**src/rtl/reg_write_arbiter.sv**
```systemverilog
// Round-robin write-port arbiter for a register bank: picks one requester at a
// time and drives a one-cycle one-hot register enable plus the write data.
module reg_write_arbiter #(
  parameter int DATA_WIDTH = 32,
  parameter int NUM_REQ    = 4,
  parameter int ADDR_WIDTH = 3
) (
  input  logic                           clk,
  input  logic                           reset,
  input  logic                           hold,
  input  logic [NUM_REQ-1:0]             req,
  input  logic [NUM_REQ*ADDR_WIDTH-1:0]  req_addr,
  input  logic [NUM_REQ*DATA_WIDTH-1:0]  req_data,
  output logic [NUM_REQ-1:0]             grant,
  output logic [(2**ADDR_WIDTH)-1:0]     reg_enable,
  output logic [DATA_WIDTH-1:0]          reg_data,
  output logic                           busy
);

  localparam int NUM_REGS = 2 ** ADDR_WIDTH;
  localparam int PTR_W    = (NUM_REQ > 1) ? $clog2(NUM_REQ) : 1;

  typedef enum logic [1:0] {
    IDLE    = 2'd0,
    GRANT   = 2'd1,
    RECOVER = 2'd2
  } state_t;

  state_t                  state_q;
  logic [PTR_W-1:0]        rr_ptr_q;
  logic [PTR_W-1:0]        rr_ptr_d;
  logic [PTR_W-1:0]        win_q;
  logic [ADDR_WIDTH-1:0]   addr_q;
  logic [DATA_WIDTH-1:0]   wdata_q;
  logic [NUM_REQ-1:0]      grant_q;
  logic [NUM_REGS-1:0]     reg_enable_q;
  logic [DATA_WIDTH-1:0]   reg_data_q;
  logic                    busy_q;

  logic                    win_found_s;
  logic [PTR_W-1:0]        win_idx_s;
  logic [ADDR_WIDTH-1:0]   win_addr_s;
  logic [DATA_WIDTH-1:0]   win_data_s;

  // Wrap-around increment of a requester index
  function automatic logic [PTR_W-1:0] next_idx(input logic [PTR_W-1:0] idx);
    if (int'(idx) >= NUM_REQ - 1) begin
      next_idx = '0;
    end else begin
      next_idx = idx + 1'b1;
    end
  endfunction

  // First set request bit at or above rr_ptr, wrapping around
  always_comb begin
    int cand;
    cand        = 0;
    win_found_s = 1'b0;
    win_idx_s   = '0;
    for (int k = 0; k < NUM_REQ; k++) begin
      cand = int'(rr_ptr_q) + k;
      if (cand >= NUM_REQ) begin
        cand = cand - NUM_REQ;
      end else begin
        cand = cand;
      end
      if (!win_found_s && req[cand]) begin
        win_found_s = 1'b1;
        win_idx_s   = PTR_W'(cand);
      end else begin
        win_found_s = win_found_s;
      end
    end
  end

  // Address/data of the selected requester and the pointer after its grant
  always_comb begin
    win_addr_s = req_addr[int'(win_idx_s)*ADDR_WIDTH +: ADDR_WIDTH];
    win_data_s = req_data[int'(win_idx_s)*DATA_WIDTH +: DATA_WIDTH];
    rr_ptr_d   = next_idx(win_q);
  end

  // Sequencer FSM; outputs are registered so the enable pulse trails GRANT by one edge
  always_ff @(posedge clk or negedge reset) begin
    if (!reset) begin
      state_q      <= IDLE;
      rr_ptr_q     <= '0;
      win_q        <= '0;
      addr_q       <= '0;
      wdata_q      <= '0;
      grant_q      <= '0;
      reg_enable_q <= '0;
      reg_data_q   <= '0;
      busy_q       <= 1'b0;
    end else begin
      case (state_q)
        IDLE: begin
          grant_q      <= '0;
          reg_enable_q <= '0;
          reg_data_q   <= '0;
          if (!hold && win_found_s) begin
            win_q   <= win_idx_s;
            addr_q  <= win_addr_s;
            wdata_q <= win_data_s;
            busy_q  <= 1'b1;
            state_q <= GRANT;
          end else begin
            busy_q  <= 1'b0;
            state_q <= IDLE;
          end
        end
        GRANT: begin
          grant_q      <= {{(NUM_REQ-1){1'b0}}, 1'b1} << win_q;
          reg_enable_q <= {{(NUM_REGS-1){1'b0}}, 1'b1} << addr_q;
          reg_data_q   <= wdata_q;
          rr_ptr_q     <= rr_ptr_d;
          busy_q       <= 1'b1;
          state_q      <= RECOVER;
        end
        RECOVER: begin
          grant_q      <= '0;
          reg_enable_q <= '0;
          reg_data_q   <= '0;
          busy_q       <= 1'b0;
          state_q      <= IDLE;
        end
        default: begin
          grant_q      <= '0;
          reg_enable_q <= '0;
          reg_data_q   <= '0;
          busy_q       <= 1'b0;
          state_q      <= IDLE;
        end
      endcase
    end
  end

  assign grant      = grant_q;
  assign reg_enable = reg_enable_q;
  assign reg_data   = reg_data_q;
  assign busy       = busy_q;

endmodule

```
**config.mk**
```make
export PLATFORM = sky130hd
export DESIGN_NAME = reg_write_arbiter
export DESIGN_NICKNAME = d
export VERILOG_FILES = /design/src/rtl/reg_write_arbiter.sv
export SDC_FILE = /design/constraint.sdc
export NUM_CORES = 1
export LEC_CHECK = 0
export CELL_PAD_IN_SITES_DETAIL_PLACEMENT = 0
export CELL_PAD_IN_SITES_GLOBAL_PLACEMENT = 1
export CORE_ASPECT_RATIO = 2
export CORE_MARGIN = 1.5
export CORE_UTILIZATION = 31
export CTS_CLUSTER_DIAMETER = 100
export DETAILED_ROUTE_END_ITERATION = 6
export PLACE_DENSITY_LB_ADDON = 0.1
export SLEW_MARGIN = 15
export SYNTH_ARGS = -nofsm -noshare
export SYNTH_HDL_FRONTEND = slang
export SYNTH_SLANG_ARGS = --single-unit
```
**constraint.sdc**
```tcl
create_clock -name clk -period 1.8 [get_ports clk]
set_input_delay 0.36 -clock clk [delete_from_list [all_inputs] [get_ports clk]]
set_output_delay 0.36 -clock clk [all_outputs]
set_load 0.1 [all_outputs]
```
# Word level (Yosys, flattened, before mapping)
# Index checks and enable logic that the tools add are counted.
# W data, S select, Z words.
[word_totals] ff_bits=86
[op_classes] multipliers=1 n_lt_le_gt_ge=9 eq_ne=1 addsub=8 muxes=32 reduce_logical=10 shifts=4
[op_table] op="$mux W32" count=5
[op_table] op="$lt A32 B4 Y1 const B" count=4
[op_table] op="$shiftx A128 B8 Y32" count=1
[op_table] op="$mux W1" count=14
[op_table] op="$shiftx A12 B5 Y3" count=1
[op_table] op="$sub A3 B3 Y4 const B" count=3
[op_table] op="$mux W2" count=5
[op_table] op="$ge A3 B3 Y1 const B" count=3
[op_table] op="$bmux W1 S2" count=4
[op_table] op="$mux W8" count=1
[op_table] op="$shl A1 B3 Y8 const A" count=1
[op_table] op="$add A2 B2 Y3 const B" count=2
[op_table] op="$logic_and A1 B1 Y1" count=4
[op_table] op="$logic_not A1 Y1" count=4
[op_table] op="$mul A2 B2 Y4 const B" count=1
[op_table] op="$mux W4" count=1
[op_table] op="$pmux W2 S2" count=1
[op_table] op="$shl A1 B2 Y4 const A" count=1
[op_table] op="$sub A2 B3 Y4 const B" count=1
[op_table] op="$add A2 B1 Y3 const B" count=1
[op_table] op="$ge A2 B3 Y1 const B" count=1
[op_table] op="$add A2 B1 Y2 const B" count=1
[op_table] op="$eq A2 B1 Y1 const B" count=1
[op_table] op="$ge A2 B2 Y1 const B" count=1
[op_table] op="other kinds (3)" count=3

# Logic depth before layout (Yosys ltp)
[logic_depth] word_depth=18 depth_mapped=7

# Worst setup path before layout
# Ideal clock, no wire load.
[synth_path] path_type="input to register" from="input req[1]" to="register addr_q[2]" n_path_buf=2 arrival_ns=1.576 cell_stages=7 setup_slack_ns=0.091 cell_sequence="nand2b_1 -> a21oi_1 -> o32a_1 -> clkbuf_1 -> buf_2 -> mux2i_1 -> o221ai_2"
[synth_between] elab_chain_cells=15
[synth_lines] item="start, declared" line="11" text="input logic [NUM_REQ-1:0] req,"
[synth_lines] item="$bmux W1 S2" line="67" text="if (!win_found_s && req[cand]) begin"
[synth_lines] item="$mux W1 (not written as such) (2 in series)" line="67"
[synth_lines] item="$mux W1" line="67"
[synth_lines] item="$logic_not A1 Y1" line="67"
[synth_lines] item="$logic_and A1 B1 Y1" line="67"
[synth_lines] item="$mux W1" line="67"
[synth_lines] item="$logic_not A1 Y1" line="67"
[synth_lines] item="$logic_and A1 B1 Y1" line="67"
[synth_lines] item="$mux W1" line="67"
[synth_lines] item="$logic_not A1 Y1" line="67"
[synth_lines] item="$logic_and A1 B1 Y1" line="67"
[synth_lines] item="$mux W2 or $mux W1 (tied branches)" line="67"
[synth_lines] item="$mul A2 B2 Y4 or $logic_and A1 B1 Y1 (tied branches)" line="78, 101"
[synth_lines] item="$shiftx A12 B5 Y3 or $reduce_and A2 Y1 (tied branches)"
[synth_lines] item="end signal, assigned" line="103" text="addr_q <= win_addr_s;"
[synth_lines] item="end, declared" line="33" text="logic [ADDR_WIDTH-1:0] addr_q;"
# Several ways; a longest one is shown, not always the timed one. The select of a mux whose other input is x is not followed.
# A chain may end at the register's enable or synchronous reset.

# Worst setup path after layout
[layout_path] from="input req[2]" to="register wdata_q[25]"
[layout_between] elab_chain_cells=15
[layout_lines] item="parallel branches: the longest is 15 deep, another holds $bmux W1 S2"
[layout_lines] item="end signal, assigned" line="104" text="wdata_q <= win_data_s;"
[layout_lines] item="end, declared" line="34" text="logic [DATA_WIDTH-1:0] wdata_q;"
# Several ways; the timed one is not identified. The select of a mux whose other input is x is not followed.

==> impl_results.rst <==
.. list-table::
   :header-rows: 1

   * - Metric
     - Value
   * - Run status
     - complete, but fails checks
   * - Violated checks
     - negative setup slack
   * - Worst-path maximum fanout
     - 8
   * - Core region area
     - around 13000 um^2
   * - Proportion of netlist area held by the largest area contributor
     - between 50 and 60%
   * - Area occupied by multi-input gates
     - about 2200 um^2
   * - Setup repair after global routing missed its margin
     - true
   * - Final instance count without filler cells
     - slightly above 700
   * - Vias
     - 3481
   * - Clk Tree Root Cell
     - sky130_fd_sc_hd__clkbuf_16
   * - Seq/Total Area, Yosys
     - about 52%
   * - F_max
     - around 0.55 GHz
   * - Post-route DRC
     - 0
   * - Number of nets in the synthesized netlist
     - 479
   * - Worst slack after detailed placement
     - -710 ps
   * - Final Slew Violations
     - 0
   * - Number of antenna violations at the first check in global routing
     - 0
   * - Global placer's final weighted congestion
     - between 0.7 and 0.8
   * - Cell count after synthesis
     - about 330
   * - Synth-to-layout area growth
     - 94.9%
   * - Final worst path period share
     - 101%
   * - Most frequently used flop master after synthesis
     - sky130_fd_sc_hd__dfrtp_1
   * - Wire length after detailed routing
     - 14000 um
   * - Detailed-route wire length per cell
     - around 20 um
   * - Number of max-cap violations
     - 0
   * - Clock tree from TritonCTS
     - done
   * - Total die area
     - 14000 um^2
   * - Io pins
     - around 190
   * - Clock Skew
     - 6.99 ps
   * - Number of nets with antenna violations after detailed routing
     - 0
   * - PwrDens
     - 1340 nW/um^2
   * - Most instantiated library cell after synthesis
     - sky130_fd_sc_hd__dfrtp_1
   * - Type of origin of the critical path
     - primary input
   * - Setup crit end kind
     - register
   * - Horiz. Die Dim
     - between 80 and 90 um
   * - Share of flip-flops with an asynchronous set or reset
     - between 90% and 100%
   * - Number of vias per cell after detailed routing
     - a little under 5
   * - Reg2Reg Setup Slack
     - -10 ps
   * - Count of fill cells added during filler insertion
     - about 1000
   * - Vert. Die Dim
     - 166 um
   * - Synth cell count leaders
     - sky130_fd_sc_hd__dfrtp_1 (86), sky130_fd_sc_hd__mux2i_1 (70), sky130_fd_sc_hd__nand2_1 (42), sky130_fd_sc_hd__and2_1 (36), sky130_fd_sc_hd__o221ai_2 (29)
   * - Path type of the worst min-delay path
     - primary input to async pin
   * - Worst setup slack after layout
     - -24.5 ps
   * - Clock Path Buffers
     - 2
   * - Transition time of the tightest slew-check pin
     - 426 ps
   * - Post-DP HPWL
     - between 9000 and 10000 um
   * - Post-synth cell types
     - 26
   * - # port buffers
     - ~190
   * - Vias in the first global route
     - ~3700
   * - Pin count of the biggest net entering global routing
     - 40
   * - Initial cell density of the core
     - 31.6%
   * - Final Setup Violations
     - 18
   * - Detailed Routing Iterations Pass 1
     - 4
   * - Clock-pin slew of the registers on the worst-case setup and hold paths
     - approximately 60 ps
   * - Setup Crit Path Kind
     - primary input to register
   * - Sequential cell area
     - 2150 um^2
   * - Yosys top cell by area
     - sky130_fd_sc_hd__dfrtp_1
   * - # clock sinks
     - 86
   * - Share of cells above drive strength 1
     - roughly 34%
   * - Number of buffers added by the clock tree synthesis step
     - 9
   * - Critical Path RT
     - ~2000 ps
   * - First DRT Iteration DRCs
     - 93
   * - Combined global-route utilization of all metal layers
     - approximately a fifth
   * - Tightest slew margin relative to the limit
     - 71.5%
   * - Global-route wire length before repair
     - around 20000 um
   * - Cell types occupying the most area after synthesis
     - sky130_fd_sc_hd__dfrtp_1 (52%), sky130_fd_sc_hd__mux2i_1 (17%), sky130_fd_sc_hd__o221ai_2 (11%)
   * - GRT Residual Overflow
     - 0
   * - Average footprint of a synthesized cell
     - 12.5 um^2
   * - Inserted Diodes
     - 0
   * - Peak supply drop
     - around 0.00095 V
   * - Post-Synthesis Cell Area
     - 4100 um^2
   * - Later-pin clock latency in the skew report
     - approximately 330 ps
   * - Final hold viol count
     - 0
   * - YS warnings
     - 0
   * - Data arrival at the endpoint of the critical path
     - 2030 ps
   * - DP Cell Count
     - approximately 670
   * - Net count reported at finish
     - ~700
   * - Number of cells traversed by the worst register-to-register path
     - 7
   * - Leakage Power
     - 3.41 nW
   * - Register bit total from synthesis
     - 86
   * - FP Rows
     - 59
   * - Number of enable-type register cells in the synthesized netlist
     - 0
   * - Clock period minus worst slack
     - approximately 1800 ps
   * - H-tree Lvls
     - 3
-- sequential cells by signal, indices dropped and copies added, names as in the netlist --
name        flops
reg_data       32
wdata_q        32
reg_enable      8
grant           4
addr_q          3
rr_ptr_q        2
state_q         2
win_q           2
busy            1
-- metrics by stage --
stage	setup TNS (ps)	hold slack [ps]	area (um^2)	power (mW)	util, %
floorplan	0	64.4	4100	5.57	-
global placement	-20270	299	6770	7.20	52.1
detailed placement	-24690	303	6770	7.27	52.1
CTS	-3180	482	7510	10.0	57.8
global route	-1960	496	8000	11.2	61.5
finish	-139	476	8000	10.7	61.5
-- cell type report --
type | instances | area share, %
well taps | 152 | 2.38
clock inverters | 5 | 1.31
clock buffers | 11 | 3.16
multi-input cells | 214 | 27.4
inverters | 5 | 0.235
flip-flops and latches | 86 | 26.9
repair buffers | 239 | 38.6
-- logic make-up (layout without fill, tap and decap cells) --
family / count (synthesis) / in the layout / share of synthesized area [%]
simple gates: 95 / 95 / 11.6
flops: 86 / 86 / 52.5
mux: 71 / 71 / 17.4
compound gates: 44 / 44 / 13.9
buf+inv: 28 / 260 / 3.45
fa+ha+maj: 4 / 4 / 1.22
-- worst paths after layout --
path                             startpoint       endpoint
min in group clk                 wdata_q[6]    reg_data[6]
max in group asynchronous             reset     wdata_q[4]
worst max register to register  rr_ptr_q[0]    wdata_q[25]
worst max-delay path                 req[2]    wdata_q[25]
worst min register to register   wdata_q[6]    reg_data[6]
worst min-delay path                  reset  reg_enable[7]
-- metal layers --
layer	routed length [um]	vias up	share of wire [%]	global-route usage, %
met3	571	11	4.1	3.19
met4	190	0	1.4	6.66
met2	8440	128	60	38.4
li1	-	1631	-	-
met1	4750	1711	34	19.1
met5	0	-	0	0
-- worst max-delay path, cell delays in order --
cell and delay, ps:
sky130_fd_sc_hd__clkdlybuf4s15_1 240, sky130_fd_sc_hd__nor2b_2 200, sky130_fd_sc_hd__buf_4 130, sky130_fd_sc_hd__o32a_4 400, sky130_fd_sc_hd__buf_12 160, sky130_fd_sc_hd__clkbuf_16 180, sky130_fd_sc_hd__mux2i_1 220, sky130_fd_sc_hd__o221ai_2 120
-- power breakdown --
group | switching, mW | internal, mW | leakage [nW]
clock network | 0.743 | 1.43 | 0.168
registers | 0.390 | 2.51 | 1.12
logic | 2.87 | 2.78 | 2.12
-- repair_timing --
item | in CTS | in global routing
setup endpoints to repair | 37 | 37
endpoints found under the hold margin | 24 | 0
gates resized for setup | 25 | 60
pin swaps | 27 | 12
hold buffers | 1 | 0
buffers inserted | 4 | 7
gates cloned | 9 | 6
-- cells in the final DEF, fill, tap and decap left out, types with 2 or more instances in the layout --
master / instances
sky130_fd_sc_hd__nor3_1: 5
sky130_fd_sc_hd__bufinv_16: 3
sky130_fd_sc_hd__o21ai_2: 2
sky130_fd_sc_hd__mux2i_1: 37
sky130_fd_sc_hd__buf_6: 5
sky130_fd_sc_hd__buf_4: 22
sky130_fd_sc_hd__o221ai_1: 3
sky130_fd_sc_hd__nand2_1: 41
sky130_fd_sc_hd__and2_1: 36
sky130_fd_sc_hd__nor2_1: 3
sky130_fd_sc_hd__nand2b_1: 3
sky130_fd_sc_hd__a21oi_2: 2
sky130_fd_sc_hd__o221ai_2: 32
sky130_fd_sc_hd__mux2i_2: 14
sky130_fd_sc_hd__ha_1: 4
sky130_fd_sc_hd__clkbuf_16: 14
sky130_fd_sc_hd__buf_16: 7
sky130_fd_sc_hd__clkdlybuf4s50_1: 141
sky130_fd_sc_hd__dlygate4sd2_1: 3
sky130_fd_sc_hd__inv_2: 2
sky130_fd_sc_hd__dfrtp_1: 86
sky130_fd_sc_hd__inv_1: 3
sky130_fd_sc_hd__buf_12: 53
sky130_fd_sc_hd__clkbuf_8: 2
sky130_fd_sc_hd__clkinvlp_4: 2
sky130_fd_sc_hd__mux2i_4: 19
No activity file was read; power rests on OpenSTA's default activity.
==> RTL change (config.mk and constraints unchanged) <==
Change the parameter `DATA_WIDTH` from 32 to 24.
--- a/src/rtl/reg_write_arbiter.sv
+++ b/src/rtl/reg_write_arbiter.sv
@@ -1,7 +1,7 @@
 // Round-robin write-port arbiter for a register bank: picks one requester at a
 // time and drives a one-cycle one-hot register enable plus the write data.
 module reg_write_arbiter #(
-  parameter int DATA_WIDTH = 32,
+  parameter int DATA_WIDTH = 24,
   parameter int NUM_REQ    = 4,
   parameter int ADDR_WIDTH = 3
 ) (
Ports: changed (resized reg_data and req_data); port bits go from 192 to 152. The function was not compared with the original's and may differ.
==> RTL change against the original RTL <==
Synthesized cell count is 16% lower. Sequential cell count is 16 lower. Synthesized area is 20% lower. Worst setup slack better by 0.13 ns. Power is 30% lower. Cell area is 27% lower. Hold slack hardly changed. Routed wire length is 32% lower.
==> RTL change: results (changes against the original RTL) <==
status finished, final reports clean; Mapped Nets 393 (-18%); multi-input combinational gate total 180 (-16%); vias in the first global route 2990 (-20%); Port Buffers 151 (-21%); CP delay by family, top buffers and inverters; critical path arrival 1.89 ns (-0.14 ns); Non-clock buffering overhead 0.380 (-0.00668); Max VDD drop 576 uV (-40%); synth top area cells dfrtp_1 54%, mux2i_1 17%, o221ai_1 7.2%; GR Util All Layers 0.174 (-0.0179); share of layout cells above drive strength 1 0.193 (-0.144); Routability Congestion 0.737 (-3.6%); Clk pin slew, worst setup/hold paths 0.05 ns; Seq/Total Area, Yosys 0.537 (+0.0125); DRT Wirelength 9550 um (-32%); # H-tree levels 3 (unchanged); Worst-Skew Late Latency 0.32 ns; Leakage Power 2.61 nW (-23%); HP Class reg2reg; critical path's largest stage delay 0.48 ns (+0.08 ns); Core Area 0.0101 sq mm (-22%); syn avg cell area 11.9 sq um (-4.8%); TritonRoute pass-1 iters 4 (unchanged); Hold Crit Depth 2; sequential cell count 70 (-19%); Post-synth top cells 70 x dfrtp_1, 54 x mux2i_1, 37 x nand2_1; number of cells on the worst reg-to-reg path 6 (-1); Non-clk bufs 177 (-26%); total CTS buffers 9 (unchanged); synth warn 0 (unchanged); sequential cell area share 0.302 (+0.0330); post-route cell area 0.00580 sq mm (-27%); number of antenna-violating nets in the routed design 0 (unchanged); DR WL/cell 16.3 um (-17%); first-pass GRT wire length 14200 um (-30%); clock skew 0.00427 ns (-0.00273 ns); pre-CTS WS -0.346 ns (+0.364 ns); largest net degree at the start of global routing 38 (-5.0%); clk_buf instances 12 (+1); ys async rst share 1.00 (unchanged); Crit-path slowest cell clkdlybuf4s50_1; vias 2791 (-20%); setup bufs post-CTS 0 (-4); placed inst area 0.00538 sq mm (-21%); top_reg_cell synth dfrtp_1; drt initial violations 127 (+37%); worst slew pin tran 0.470 ns (+0.0445 ns); invs w/o clock 7 (+2); Clock Tree Root clkbuf_16; library cells used by synthesis 28 (+7.7%); fraction of area in multi-input gates 0.238 (-0.0355); # fillers 919 (-10%); Placed Cells incl. Taps 564 (-16%); initial antenna violation count 0 (unchanged); Clock buf/inv share 0.0464 (+0.00165); worst-path fanout max 7 (-1); DPL Wire Length 6990 um (-23%); antenna cells 0 (unchanged)
RTL change: changes by cell type after synthesis, sizes merged, moves of 2 or more:
cell / before / now
dfrtp: 86 / 70
mux2i: 70 / 54
o221ai: 36 / 27
and2: 36 / 28
nand2: 42 / 37
nor2: 3 / 7
buf: 14 / 11
clkbuf: 9 / 7
inv: 5 / 7
RTL change: cells by family (layout without fill, tap and decap cells):
kind of cell | after synthesis | in the layout | synth area share
adders and majority gates | 4 | 4 | 0.0153
and+or+nand+nor | 83 | 83 | 0.124
muxes | 55 | 55 | 0.169
AOI/OAI and AO/OA | 37 | 38 | 0.0955
buffers and inverters | 25 | 200 | 0.0591
DFF | 70 | 70 | 0.537
RTL change: what timing repair did:
action	in CTS	in global routing
hold buffers	1	0
gates cloned	0	4
pin swaps	1	5
setup endpoints to repair	1	21
gates resized for setup	0	16
hold endpoints to repair	18	0
RTL change: routing by layer:
metal,track usage,share of wire,vias to the layer above
met5,0,0,-
met4,0.0696,0.024,0
met3,0.0454,0.045,13
met2,0.338,0.60,90
met1,0.158,0.33,1365
li1,-,-,1323
RTL change: worst paths after layout:
kind / start / to / slack (ns)
hold reg to reg: wdata_q[1] / wdata_q[1] / 0.48
min in group asynchronous: reset / reg_data[19] / 0.53
setup reg to reg: rr_ptr_q[1] / wdata_q[0] / 0.10
max in group asynchronous: reset / rr_ptr_q[0] / 0.70
setup / recovery: req[2] / wdata_q[0] / 0.10
hold / removal: wdata_q[1] / wdata_q[1] / 0.48
RTL change: where the power goes:
group          switching, mW  internal, mW  leakage (nW)
clock                  0.632         0.963         0.132
sequential             0.335          2.04         0.909
combinational           1.86          1.61          1.57
total                   2.83          4.62          2.61
RTL change: worst min-delay path, cell delays in order (launching register included):
cell and delay [ns]:
dfrtp_1 0.33, nand2_1 0.05, o221ai_1 0.06
